## src/rtl/core_load_sequencer_if.sv

```systemverilog
`default_nettype none
// ============================================================================
// Module      : core_load_sequencer_if
// Description : Handshake and SRAM bus between the load sequencer, the core
//               (req/ack, inst_load, sfu_acc) and the weight/activation SRAM.
// Revision    : 1.0 - initial release
// ============================================================================
interface core_load_sequencer_if #(
  parameter int ADDR_W = 11
);
  logic [3:0]        req;
  logic [3:0]        ack;
  logic              inst_load;
  logic              mem_cen;
  logic              mem_wen;
  logic [ADDR_W-1:0] mem_a;
  logic              sfu_acc;

  // Sequencer side: answers requests and drives the SRAM/SFU controls.
  modport master (
    input  req,
    output ack, inst_load, mem_cen, mem_wen, mem_a, sfu_acc
  );

  // Core/SRAM side: raises requests and consumes the controls.
  modport slave (
    output req,
    input  ack, inst_load, mem_cen, mem_wen, mem_a, sfu_acc
  );
endinterface
`default_nettype wire

```

## src/rtl/core_load_sequencer.sv

```systemverilog
`default_nettype none
// ============================================================================
// Module      : core_load_sequencer
// Description : Walks every kernel position of a layer pass. For each one it
//               streams CHANNELS weight rows and LEN_NI_UNPAD^2 activation
//               rows from SRAM in answer to the core's req lines, then idles
//               and finally issues one SFU accumulate and waits for it.
// Revision    : 1.0 - initial release
// ============================================================================
module core_load_sequencer #(
  parameter int CHANNELS     = 8,
  parameter int LEN_NI       = 6,
  parameter int LEN_NI_UNPAD = 4,
  parameter int LEN_KI       = 3,
  parameter int ADDR_W       = 11,
  parameter int W_BASE       = 1024,
  parameter int X_BASE       = 0,
  parameter int DRAIN_CYCLES = 8,
  parameter int GAP_CYCLES   = 20,
  parameter int ACC_CYCLES   = 200
) (
  input  logic                  clk,
  input  logic                  reset,
  input  logic                  start,
  core_load_sequencer_if.master bus,
  output logic [3:0]            kij,
  output logic                  busy,
  output logic                  done
);

  localparam int CNT_W = 16;
  typedef logic [CNT_W-1:0]  cnt_t;
  typedef logic [ADDR_W-1:0] addr_t;

  localparam cnt_t       C_ONE    = cnt_t'(1);
  localparam cnt_t       C_W_LAST = cnt_t'(CHANNELS - 1);
  localparam cnt_t       C_D_LAST = cnt_t'(DRAIN_CYCLES - 1);
  localparam cnt_t       C_G_LAST = cnt_t'(GAP_CYCLES - 1);
  localparam cnt_t       C_A_LAST = cnt_t'(ACC_CYCLES - 1);
  localparam addr_t      C_A_ONE  = addr_t'(1);
  localparam logic [7:0] C_N_LAST = 8'(LEN_NI_UNPAD - 1);
  localparam logic [3:0] C_K_LAST = 4'(LEN_KI - 1);
  localparam logic [3:0] C_KIJ_LAST = 4'(LEN_KI * LEN_KI - 1);

  typedef enum logic [3:0] {
    IDLE     = 4'd0,
    W_REQ    = 4'd1,
    W_STREAM = 4'd2,
    X_WAIT   = 4'd3,
    X_STREAM = 4'd4,
    X_DRAIN  = 4'd5,
    GAP      = 4'd6,
    ACC      = 4'd7,
    ACC_WAIT = 4'd8,
    DONE     = 4'd9
  } state_t;

  state_t     state;
  cnt_t       cnt;
  logic [7:0] nx;
  logic [7:0] ny;
  logic [3:0] kx;
  logic [3:0] ky;
  logic       ack_w;
  logic       ack_x;
  logic       inst_load_r;
  logic       mem_cen_r;
  addr_t      mem_a_r;
  logic       sfu_acc_r;

  // Only the weight and activation request lines are meaningful.
  logic unused_req;
  assign unused_req = ^bus.req[3:2];

  // Weight rows for a kernel position are read highest output channel first.
  function automatic addr_t w_first(input logic [3:0] k);
    return addr_t'(W_BASE + int'(k) * CHANNELS + CHANNELS - 1);
  endfunction

  // Activation address of output pixel (y, x) shifted by kernel offset (ry, rx).
  function automatic addr_t x_addr(input logic [7:0] y, input logic [7:0] x,
                                   input logic [3:0] ry, input logic [3:0] rx);
    return addr_t'(X_BASE + (int'(y) + int'(ry)) * LEN_NI + int'(x) + int'(rx));
  endfunction

  assign bus.ack       = {2'b00, ack_x, ack_w};
  assign bus.inst_load = inst_load_r;
  assign bus.mem_cen   = mem_cen_r;
  assign bus.mem_wen   = 1'b1;
  assign bus.mem_a     = mem_a_r;
  assign bus.sfu_acc   = sfu_acc_r;

  // Pass sequencer: state, counters and every registered output.
  always_ff @(posedge clk or negedge reset) begin
    if (!reset) begin
      state       <= IDLE;
      cnt         <= '0;
      nx          <= '0;
      ny          <= '0;
      kx          <= '0;
      ky          <= '0;
      ack_w       <= 1'b0;
      ack_x       <= 1'b0;
      inst_load_r <= 1'b0;
      mem_cen_r   <= 1'b1;
      mem_a_r     <= '0;
      sfu_acc_r   <= 1'b0;
      kij         <= '0;
      busy        <= 1'b0;
      done        <= 1'b0;
    end else begin
      case (state)
        IDLE: begin
          if (start) begin
            state       <= W_REQ;
            busy        <= 1'b1;
            kij         <= '0;
            kx          <= '0;
            ky          <= '0;
            inst_load_r <= 1'b1;
          end
        end
        W_REQ: begin
          if (bus.req[0]) begin
            state       <= W_STREAM;
            inst_load_r <= 1'b0;
            ack_w       <= 1'b1;
            mem_cen_r   <= 1'b0;
            mem_a_r     <= w_first(kij);
            cnt         <= '0;
          end
        end
        W_STREAM: begin
          // The stream always runs to its full count, whatever req does.
          if (cnt == C_W_LAST) begin
            state     <= X_WAIT;
            ack_w     <= 1'b0;
            mem_cen_r <= 1'b1;
          end else begin
            cnt     <= cnt + C_ONE;
            mem_a_r <= mem_a_r - C_A_ONE;
          end
        end
        X_WAIT: begin
          if (bus.req[1]) begin
            state     <= X_STREAM;
            ack_x     <= 1'b1;
            mem_cen_r <= 1'b0;
            nx        <= '0;
            ny        <= '0;
            mem_a_r   <= x_addr(8'd0, 8'd0, ky, kx);
          end
        end
        X_STREAM: begin
          if (nx == C_N_LAST && ny == C_N_LAST) begin
            state     <= X_DRAIN;
            mem_cen_r <= 1'b1;
            cnt       <= '0;
          end else if (nx == C_N_LAST) begin
            nx      <= '0;
            ny      <= ny + 8'd1;
            mem_a_r <= x_addr(ny + 8'd1, 8'd0, ky, kx);
          end else begin
            nx      <= nx + 8'd1;
            mem_a_r <= x_addr(ny, nx + 8'd1, ky, kx);
          end
        end
        X_DRAIN: begin
          // ack[1] stays up while the last reads travel through the core.
          if (cnt == C_D_LAST) begin
            state <= GAP;
            ack_x <= 1'b0;
            cnt   <= '0;
          end else begin
            cnt <= cnt + C_ONE;
          end
        end
        GAP: begin
          if (cnt == C_G_LAST) begin
            cnt <= '0;
            if (kij == C_KIJ_LAST) begin
              state     <= ACC;
              sfu_acc_r <= 1'b1;
            end else begin
              state       <= W_REQ;
              inst_load_r <= 1'b1;
              kij         <= kij + 4'd1;
              if (kx == C_K_LAST) begin
                kx <= '0;
                ky <= ky + 4'd1;
              end else begin
                kx <= kx + 4'd1;
              end
            end
          end else begin
            cnt <= cnt + C_ONE;
          end
        end
        ACC: begin
          state     <= ACC_WAIT;
          sfu_acc_r <= 1'b0;
          cnt       <= '0;
        end
        ACC_WAIT: begin
          if (cnt == C_A_LAST) begin
            state <= DONE;
            done  <= 1'b1;
            busy  <= 1'b0;
            kij   <= '0;
            kx    <= '0;
            ky    <= '0;
          end else begin
            cnt <= cnt + C_ONE;
          end
        end
        DONE: begin
          state <= IDLE;
          done  <= 1'b0;
        end
        default: begin
          state <= IDLE;
        end
      endcase
    end
  end

endmodule
`default_nettype wire

```

## src/flat_wrapper.sv

```systemverilog
// flat-port wrapper written by rule: the top's interface ports become plain ports
module core_load_sequencer_flat 
#(
  parameter int CHANNELS     = 8,
  parameter int LEN_NI       = 6,
  parameter int LEN_NI_UNPAD = 4,
  parameter int LEN_KI       = 3,
  parameter int ADDR_W       = 11,
  parameter int W_BASE       = 1024,
  parameter int X_BASE       = 0,
  parameter int DRAIN_CYCLES = 8,
  parameter int GAP_CYCLES   = 20,
  parameter int ACC_CYCLES   = 200
)
  (clk, reset, start, kij, busy, done, bus_req, bus_ack, bus_inst_load, bus_mem_cen, bus_mem_wen, bus_mem_a, bus_sfu_acc);
  core_load_sequencer_if #(.ADDR_W(ADDR_W)) bus_i ();
  input  logic clk;
  input  logic reset;
  input  logic start;
  output logic [3:0] kij;
  output logic busy;
  output logic done;
  input wire logic [$bits(bus_i.req)-1:0] bus_req;
  output wire logic [$bits(bus_i.ack)-1:0] bus_ack;
  output wire logic [$bits(bus_i.inst_load)-1:0] bus_inst_load;
  output wire logic [$bits(bus_i.mem_cen)-1:0] bus_mem_cen;
  output wire logic [$bits(bus_i.mem_wen)-1:0] bus_mem_wen;
  output wire logic [$bits(bus_i.mem_a)-1:0] bus_mem_a;
  output wire logic [$bits(bus_i.sfu_acc)-1:0] bus_sfu_acc;
  assign bus_i.req = bus_req;
  assign bus_ack = bus_i.ack;
  assign bus_inst_load = bus_i.inst_load;
  assign bus_mem_cen = bus_i.mem_cen;
  assign bus_mem_wen = bus_i.mem_wen;
  assign bus_mem_a = bus_i.mem_a;
  assign bus_sfu_acc = bus_i.sfu_acc;
  core_load_sequencer #(.CHANNELS(CHANNELS), .LEN_NI(LEN_NI), .LEN_NI_UNPAD(LEN_NI_UNPAD), .LEN_KI(LEN_KI), .ADDR_W(ADDR_W), .W_BASE(W_BASE), .X_BASE(X_BASE), .DRAIN_CYCLES(DRAIN_CYCLES), .GAP_CYCLES(GAP_CYCLES), .ACC_CYCLES(ACC_CYCLES)) u_core (.clk(clk), .reset(reset), .start(start), .bus(bus_i), .kij(kij), .busy(busy), .done(done));
endmodule
```

## config.mk

```make
export PLATFORM = sky130hd
export DESIGN_NAME = core_load_sequencer_flat
export DESIGN_NICKNAME = d
export VERILOG_FILES = /design/src/rtl/core_load_sequencer_if.sv /design/src/rtl/core_load_sequencer.sv /design/src/flat_wrapper.sv
export SDC_FILE = /design/constraint.sdc
export NUM_CORES = 1
export LEC_CHECK = 0
export CELL_PAD_IN_SITES_DETAIL_PLACEMENT = 0
export CELL_PAD_IN_SITES_GLOBAL_PLACEMENT = 1
export CORE_MARGIN = 4
export CORE_UTILIZATION = 42
export CTS_CLUSTER_SIZE = 8
export DETAILED_ROUTE_END_ITERATION = 8
export PLACE_DENSITY_LB_ADDON = 0.1
export SLEW_MARGIN = 20
export SYNTH_ARGS = -nofsm -noshare
export SYNTH_HDL_FRONTEND = slang
export SYNTH_SLANG_ARGS = --single-unit
```

## constraint.sdc

```tcl
create_clock -name clk -period 4.72 [get_ports clk]
set_input_delay 0.708 -clock clk [delete_from_list [all_inputs] [get_ports clk]]
set_output_delay 0.708 -clock clk [all_outputs]
set_load 0.01 [all_outputs]
```

==> results of run 1 <==
-- per-stage QoR --
| step | cell area [µm²] | setup WS [ps] |
|---|---|---|
| 2_1_floorplan | 6215 | 335.8 |
| 3_3_place_gp | 6808 | 101.5 |
| 3_5_place_dp | 6808 | 71.11 |
| 4_1_cts | 7161 | 37.57 |
| 5_1_grt | 7248 | -1.532 |
| 6_report | 7248 | 177.8 |
-- final cells by class --
cell class	count	area, µm²	share of cell area, %
repair buffers	57	488.0	6.732
well taps	184	230.2	3.176
flip-flops and latches	66	1655	22.84
clock inverters	6	113.9	1.571
multi-input cells	622	4394	60.62
inverters	34	127.6	1.761
clock buffers	10	239.0	3.297
-- metal layers --
metal	share of wire, %	GRT usage [%]	vias up
met1	46	27.89	2673
met5	0	0	-
li1	-	-	2779
met3	2.9	3.421	18
met4	1.7	5.929	0
met2	49	36.03	96
-- cell usage after synthesis (4+ instances only) --
master	number	area (µm²)
a21o_1	14	105.1
a31oi_1	12	75.07
o21a_1	4	30.03
a211oi_1	9	67.56
dfrtp_1	65	1627
o21ai_0	78	390.4
a21oi_1	38	190.2
nand3_1	27	135.1
fa_1	11	220.2
xnor2_1	39	341.6
nor2b_1	13	81.33
o31ai_1	15	112.6
xor2_1	19	166.4
nor4_1	6	37.54
inv_1	34	127.6
clkbuf_1	16	60.06
mux2i_1	5	50.05
and3_1	9	56.30
o211ai_1	6	45.04
buf_2	4	20.02
nor2_1	67	251.5
nand2_1	70	262.8
nand4_1	6	37.54
ha_1	70	875.8
nand3b_1	4	30.03
a22o_1	5	43.79
nand2b_1	14	87.58
nor3_1	19	95.09
buf_4	5	37.54
-- cells by family (layout without fill, tap and decap cells) --
kind of cell	count (synthesis)	count (layout)	synth area share (%)
adder cells (fa/ha/maj)	81	81	17.65
buffers and inverters	61	107	4.069
AND/OR/NAND/NOR	261	261	20.81
XOR/XNOR	58	58	8.179
flip-flops	66	66	26.61
AO/OA/AOI/OAI	213	213	21.58
multiplexers	6	6	0.9871
other	2	3	0.1209
-- registers in the layout, indices dropped and copies added, names as in the netlist --
name,cells
u_core.cnt,16
u_core.bus.mem_a,11
u_core.nx,8
u_core.ny,8
u_core.kij,4
u_core.kx,4
u_core.ky,4
u_core.state,4
u_core.ack_w,1
u_core.ack_x,1
u_core.bus.inst_load,1
u_core.bus.mem_cen,1
u_core.bus.sfu_acc,1
u_core.busy,1
u_core.done,1
-- power breakdown --
group          internal (mW)  switching, mW  total (mW)  leakage, nW
logic                0.00355         0.0150      0.0185         2.19
clock network          0.531          0.268       0.799        0.165
registers              0.566              0       0.566        0.817
total                   1.10          0.283        1.38         3.17
-- worst min-delay path by stage --
stage | startpoint | to
floorplan | reset | u_core.ack_w$_DFFE_PN0P_
global placement | u_core.done$_DFFE_PN0P_ | u_core.done$_DFFE_PN0P_
detailed placement | u_core.done$_DFFE_PN0P_ | u_core.done$_DFFE_PN0P_
CTS | u_core.cnt[15]$_DFFE_PN0P_ | u_core.cnt[15]$_DFFE_PN0P_
global route | u_core.cnt[15]$_DFFE_PN0P_ | u_core.cnt[15]$_DFFE_PN0P_
finish | u_core.done$_DFFE_PN0P_ | u_core.done$_DFFE_PN0P_
-- worst reg2reg max path: cells and delay by family (launching register included) --
| kind | cells | cell delay (ps) |
|---|---|---|
| adders and majority gates | 7 | 1930 |
| DFF | 1 | 440 |
| xor gates and xnor gates | 3 | 600 |
| buffers and inverters | 1 | 60 |
| AOI/OAI and AO/OA | 2 | 370 |
| and+or+nand+nor | 6 | 1030 |
==> results.cfg, run 1 <==
[final_layout]
final_common_cell = o21ai_0
final_util_pct = 49.87
drive_gt1_share_pct = 10.31
diodes = 0
fill_cells = 1410
fin_cells = 979
nets = 878
layout_common_cells = o21ai_0, nand2_1, nor2_1, ha_1, dfrtp_1
area.growth.synth_to_final_pct = 16.70

[power_and_ir_drop]
power.density_nw_per_um2 = 190.9
irDropWorstVdd_uv = 197.8
p_total_mw = 1.383
p_leak_nw = 3.170

[worst_setup_path]
start_kind = flip-flop
crit_path_max_fanout = 4
cpPeakStageDelay_ps = 520
reg2reg_depth = 19
crit_chain = ha_1 -> fa_2 -> xor2_1 -> ha_1 -> ha_2 -> inv_1 -> fa_2 -> nand2b_1 -> nand2b_1 -> a21oi_1 -> xnor2_1 -> ha_1 -> ha_1 -> or4_4 -> nor2_1 -> nor3_1 -> xnor2_1 -> nor2_1 -> o32a_1
cp.depth = 19
reg2reg_from = u_core.ny[0]$_DFFE_PN0P_
critPathTopFamily = adder cells
critPathCaptureType = flip-flop
rrSetupSlack_ps = 180
startpoint = u_core.ny[0]$_DFFE_PN0P_
rr_endpoint = u_core.bus.mem_a[10]$_DFFE_PN0P_
cp_slowest_cell = or4_4
cp.arrival_ps = 4760
path_common_cell = ha_1
crit_type = flip-flop to flip-flop
required_ps = 4940
worstSetupEndpoint = u_core.bus.mem_a[10]$_DFFE_PN0P_
cp_num_buf_inv = 1

[timing]
final.setup.tns_ps = 0
clock.fmax_mhz = 220.2
maxSlewHeadroom_pct = 35.31
period_share_pct = 96.23
tightest_slew_ps = 970.4
timing_hold_violations_final = 0
setup_viol = 0
slew_viol_final = 0
timing.hold.ws_ps = 484.6
clock_skew_ps = 10.69
min_period_ps = 4542

[global_route]
antenna_found_initial = 0
gr-total-overflow = 0
grtUsageTotal_pct = 21.17
grt_pass1_wl_um = 28370
grt_max_degree = 40
grt_pass1_vias = 5611

[route]
via_per_inst = 5.685
vias = 5566
ant_nets = 0
drtIter0Drc = 282
drc = 0
drt-total-wl_um = 16900
wl_per_cell_um = 17.27
dr.pass1.iters = 7

[die]
initial_core_util_pct = 42.73
fp.dieW_um = 129.6
die_h_um = 129.6
io-pin-count = 32
die-area_um2 = 16800
fp-row-count = 44
core-area_um2 = 14530

[logic_synthesis]
synth_area_per_cell_um2 = 8.303
synth_cells = 748
synth.distinct_cells = 68
async_reset_ff_share_pct = 100.0
synth_edf_count = 0
synth_ff_type = dfrtp_1
synth_seq_area_share_pct = 26.61
synth-seq-cells = 66
syn_area_um2 = 6211
yosys_warnings = 0

[clock_tree]
clock_sinks = 66
clock_path_buffers = 2
cts_tree = yes
postCtsHoldBufs = 0
post_cts_buffers = 0
clk_pin_slew_ps = 60
cts_resized = 0
cts_made_buffers = 9
clk_latency_ps = 340
cts.htree.levels = 3
root_buffer = clkbuf_16

[min_path]
hold_class = flip-flop to flip-flop
holdPathStages = 1

[place]
io_buffers = 26
hpwl_um = 12970
place.gp.congestion = 0.8388
dp.cells = 963

[outcome]
outcome = finished clean

[job]
maxCapViolations = 0
(Power assumes the default switching activity.)
==> run 2, diff against run 1 <==
==> constraint.sdc (replaced) <==
create_clock -name clk -period 4.72 [get_ports clk]
set_input_delay 0.944 -clock clk [delete_from_list [all_inputs] [get_ports clk]]
set_output_delay 0.944 -clock clk [all_outputs]
set_load 0.01 [all_outputs]
==> run 2 against run 1 <==
Non-clock buffer count grew 3; register-to-register slack better by 30 ps; routed wire length rose by 0.60%; hold slack better by 2.6 ps; maximum frequency increased by 0.63%; core utilization is 0.11 points higher; global-route usage decreased by 0.23 points; critical path depth fell by 3; sequential power about the same; die area unchanged; critical endpoint unchanged.
==> results.cfg, run 2 (synthesis results as in run 1) <==
[place]
pre_cts_slack_ps = 12.60
place.gp.congestion = 0.8161
placed_area_um2 = 6830
hpwl_um = 13030
io_buffers = 26

[route]
met1_length_um = 7917
drtIter0Drc = 339
wl_per_cell_um = 17.32
dr.pass1.iters = 5
drt-total-wl_um = 17000
vias = 5570
highest-signal-layer = met4
drc = 0
ant_nets = 0
dr_wl_met3_um = 514
wl_met2_um = 8179
via_per_inst = 5.672

[global_route]
grt_pass1_wl_um = 27950
gr-total-overflow = 0
grt_max_degree = 36
antenna_found_initial = 0
grtUsageTotal_pct = 20.94
grt_pass1_vias = 5449

[timing]
setup_slack_ps = 206.3
period_share_pct = 95.63
setup_viol = 0
tightest_slew_ps = 976.5
slew_viol_final = 0
maxSlewHeadroom_pct = 34.61
clock.fmax_mhz = 221.5
timing_hold_violations_final = 0
min_period_ps = 4514
clock_skew_ps = 4.503

[min_path]
hold_path_end = u_core.cnt[15]$_DFFE_PN0P_
hold_class = flip-flop to flip-flop
holdPathStages = 1
min_from = u_core.cnt[15]$_DFFE_PN0P_

[worst_setup_path]
crit_chain = buf_4 -> ha_1 -> fa_1 -> a21o_1 -> a21oi_1 -> xor2_1 -> ha_1 -> ha_1 -> buf_4 -> o21ai_0 -> nor2_1 -> nor4_2 -> nand4_1 -> xnor2_1 -> nor2_1 -> o32a_1
required_ps = 4940
reg2reg_from = u_core.ky[0]$_DFFE_PN0P_
critPathCaptureType = flip-flop
rrSetupSlack_ps = 210
cpPeakStageDelay_ps = 410
crit_path_max_fanout = 6
path_common_cell = ha_1
cp.arrival_ps = 4730
start_kind = flip-flop
reg2reg_depth = 16
cp_slowest_cell = fa_1
crit_type = flip-flop to flip-flop
rr_endpoint = u_core.bus.mem_a[10]$_DFFE_PN0P_

[die]
fp.dieW_um = 129.6
fp-row-count = 44
die_h_um = 129.6
initial_core_util_pct = 42.73
die-area_um2 = 16800
core-area_um2 = 14530
io-pin-count = 32

[clock_tree]
cts_made_buffers = 9
root_buffer = clkbuf_16
clock_sinks = 66
cts.htree.levels = 3
clock_path_buffers = 2
cts_tree = yes
post_cts_buffers = 0
clk_pin_slew_ps = 60
clk_latency_ps = 340

[final_layout]
nets = 881
final_cell_area_um2 = 7264
largest_reg_flops = 16
area.growth.synth_to_final_pct = 16.96
final_common_cell = o21ai_0
regMostFlops = u_core.cnt
diodes = 0
layout_common_cells = o21ai_0, nand2_1, nor2_1
final_util_pct = 49.98
drive_gt1_share_pct = 10.78

[power_and_ir_drop]
irDropWorstVdd_uv = 150.4
power.density_nw_per_um2 = 182.8
p_leak_nw = 3.186

[outcome]
outcome = finished clean

[job]
maxCapViolations = 0
[run 2: critical path, delay by kind of cell (launching register included)]
kind	cells	cell delay, ps
AO/OA/AOI/OAI	4	1050
XOR/XNOR	2	590
adder cells (fa/ha/maj)	4	1270
buffers and inverters	2	330
flip-flops	1	390
AND/OR/NAND/NOR	4	770
[run 2: worst max path at each step]
| stage | start | to | cells past startpoint |
|---|---|---|---|
| floorplan | u_core.ky[0]$_DFFE_PN0P_ | u_core.bus.mem_a[10]$_DFFE_PN0P_ | 19 |
| global placement | u_core.ny[0]$_DFFE_PN0P_ | u_core.bus.mem_a[10]$_DFFE_PN0P_ | 19 |
| detailed placement | u_core.ny[0]$_DFFE_PN0P_ | u_core.bus.mem_a[9]$_DFFE_PN0P_ | 18 |
| CTS | u_core.ny[1]$_DFFE_PN0P_ | u_core.bus.mem_a[10]$_DFFE_PN0P_ | 19 |
| global route | u_core.ky[0]$_DFFE_PN0P_ | u_core.bus.mem_a[9]$_DFFE_PN0P_ | 15 |
| finish | u_core.ky[0]$_DFFE_PN0P_ | u_core.bus.mem_a[10]$_DFFE_PN0P_ | 16 |
[run 2: area by class of cell]
class	count	area, µm²
Fill cell	1429	7269
Multi-Input combinational cell	622	4417
Sequential cell	66	1655
Timing Repair Buffer	60	510.5
Clock buffer	14	264.0
Tap cell	184	230.2
Inverter	34	127.6
Clock inverter	2	60.06
[run 2: what timing repair did]
item | in CTS | in global routing
gates resized for setup | 2 | 22
pin swaps | 1 | 7
setup endpoints to repair | 2 | 4
hold buffers | 0 | 0
[run 2: metrics by stage]
| step | total power [mW] | TNS [ps] | hold WS, ps | std cells |
|---|---|---|---|---|
| 3_5_place_dp | 0.5954 | 0 | 467.3 | 966 |
| 3_3_place_gp | 0.5956 | 0 | 468.2 | 966 |
| 4_1_cts | 1.347 | 0 | 485.5 | 982 |
| 6_report | 1.328 | 0 | 487.2 | 982 |
| 5_1_grt | 1.376 | -7.406 | 530.2 | 982 |
| 2_1_floorplan | 0.5799 | 0 | 439.3 | 749 |
[run 2: metal layers]
metal / track usage, % / vias to the layer above
met5: 0 / -
met2: 34.46 / 97
met3: 3.462 / 23
met1: 28.08 / 2666
li1: - / 2784
met4: 6.968 / 0
[run 2: power breakdown]
group | switching (mW) | total [mW] | internal (mW)
sequential | 0 | 0.566 | 0.566
clock | 0.251 | 0.744 | 0.492
combinational | 0.0147 | 0.0182 | 0.00354
total | 0.266 | 1.33 | 1.06
==> run 3, diff against run 2 <==
HOLD_SLACK_MARGIN = 0.06   (was not set)
==> results of run 3 <==
Same layout as run 2: the final DEF is identical, and so are final timing and power.
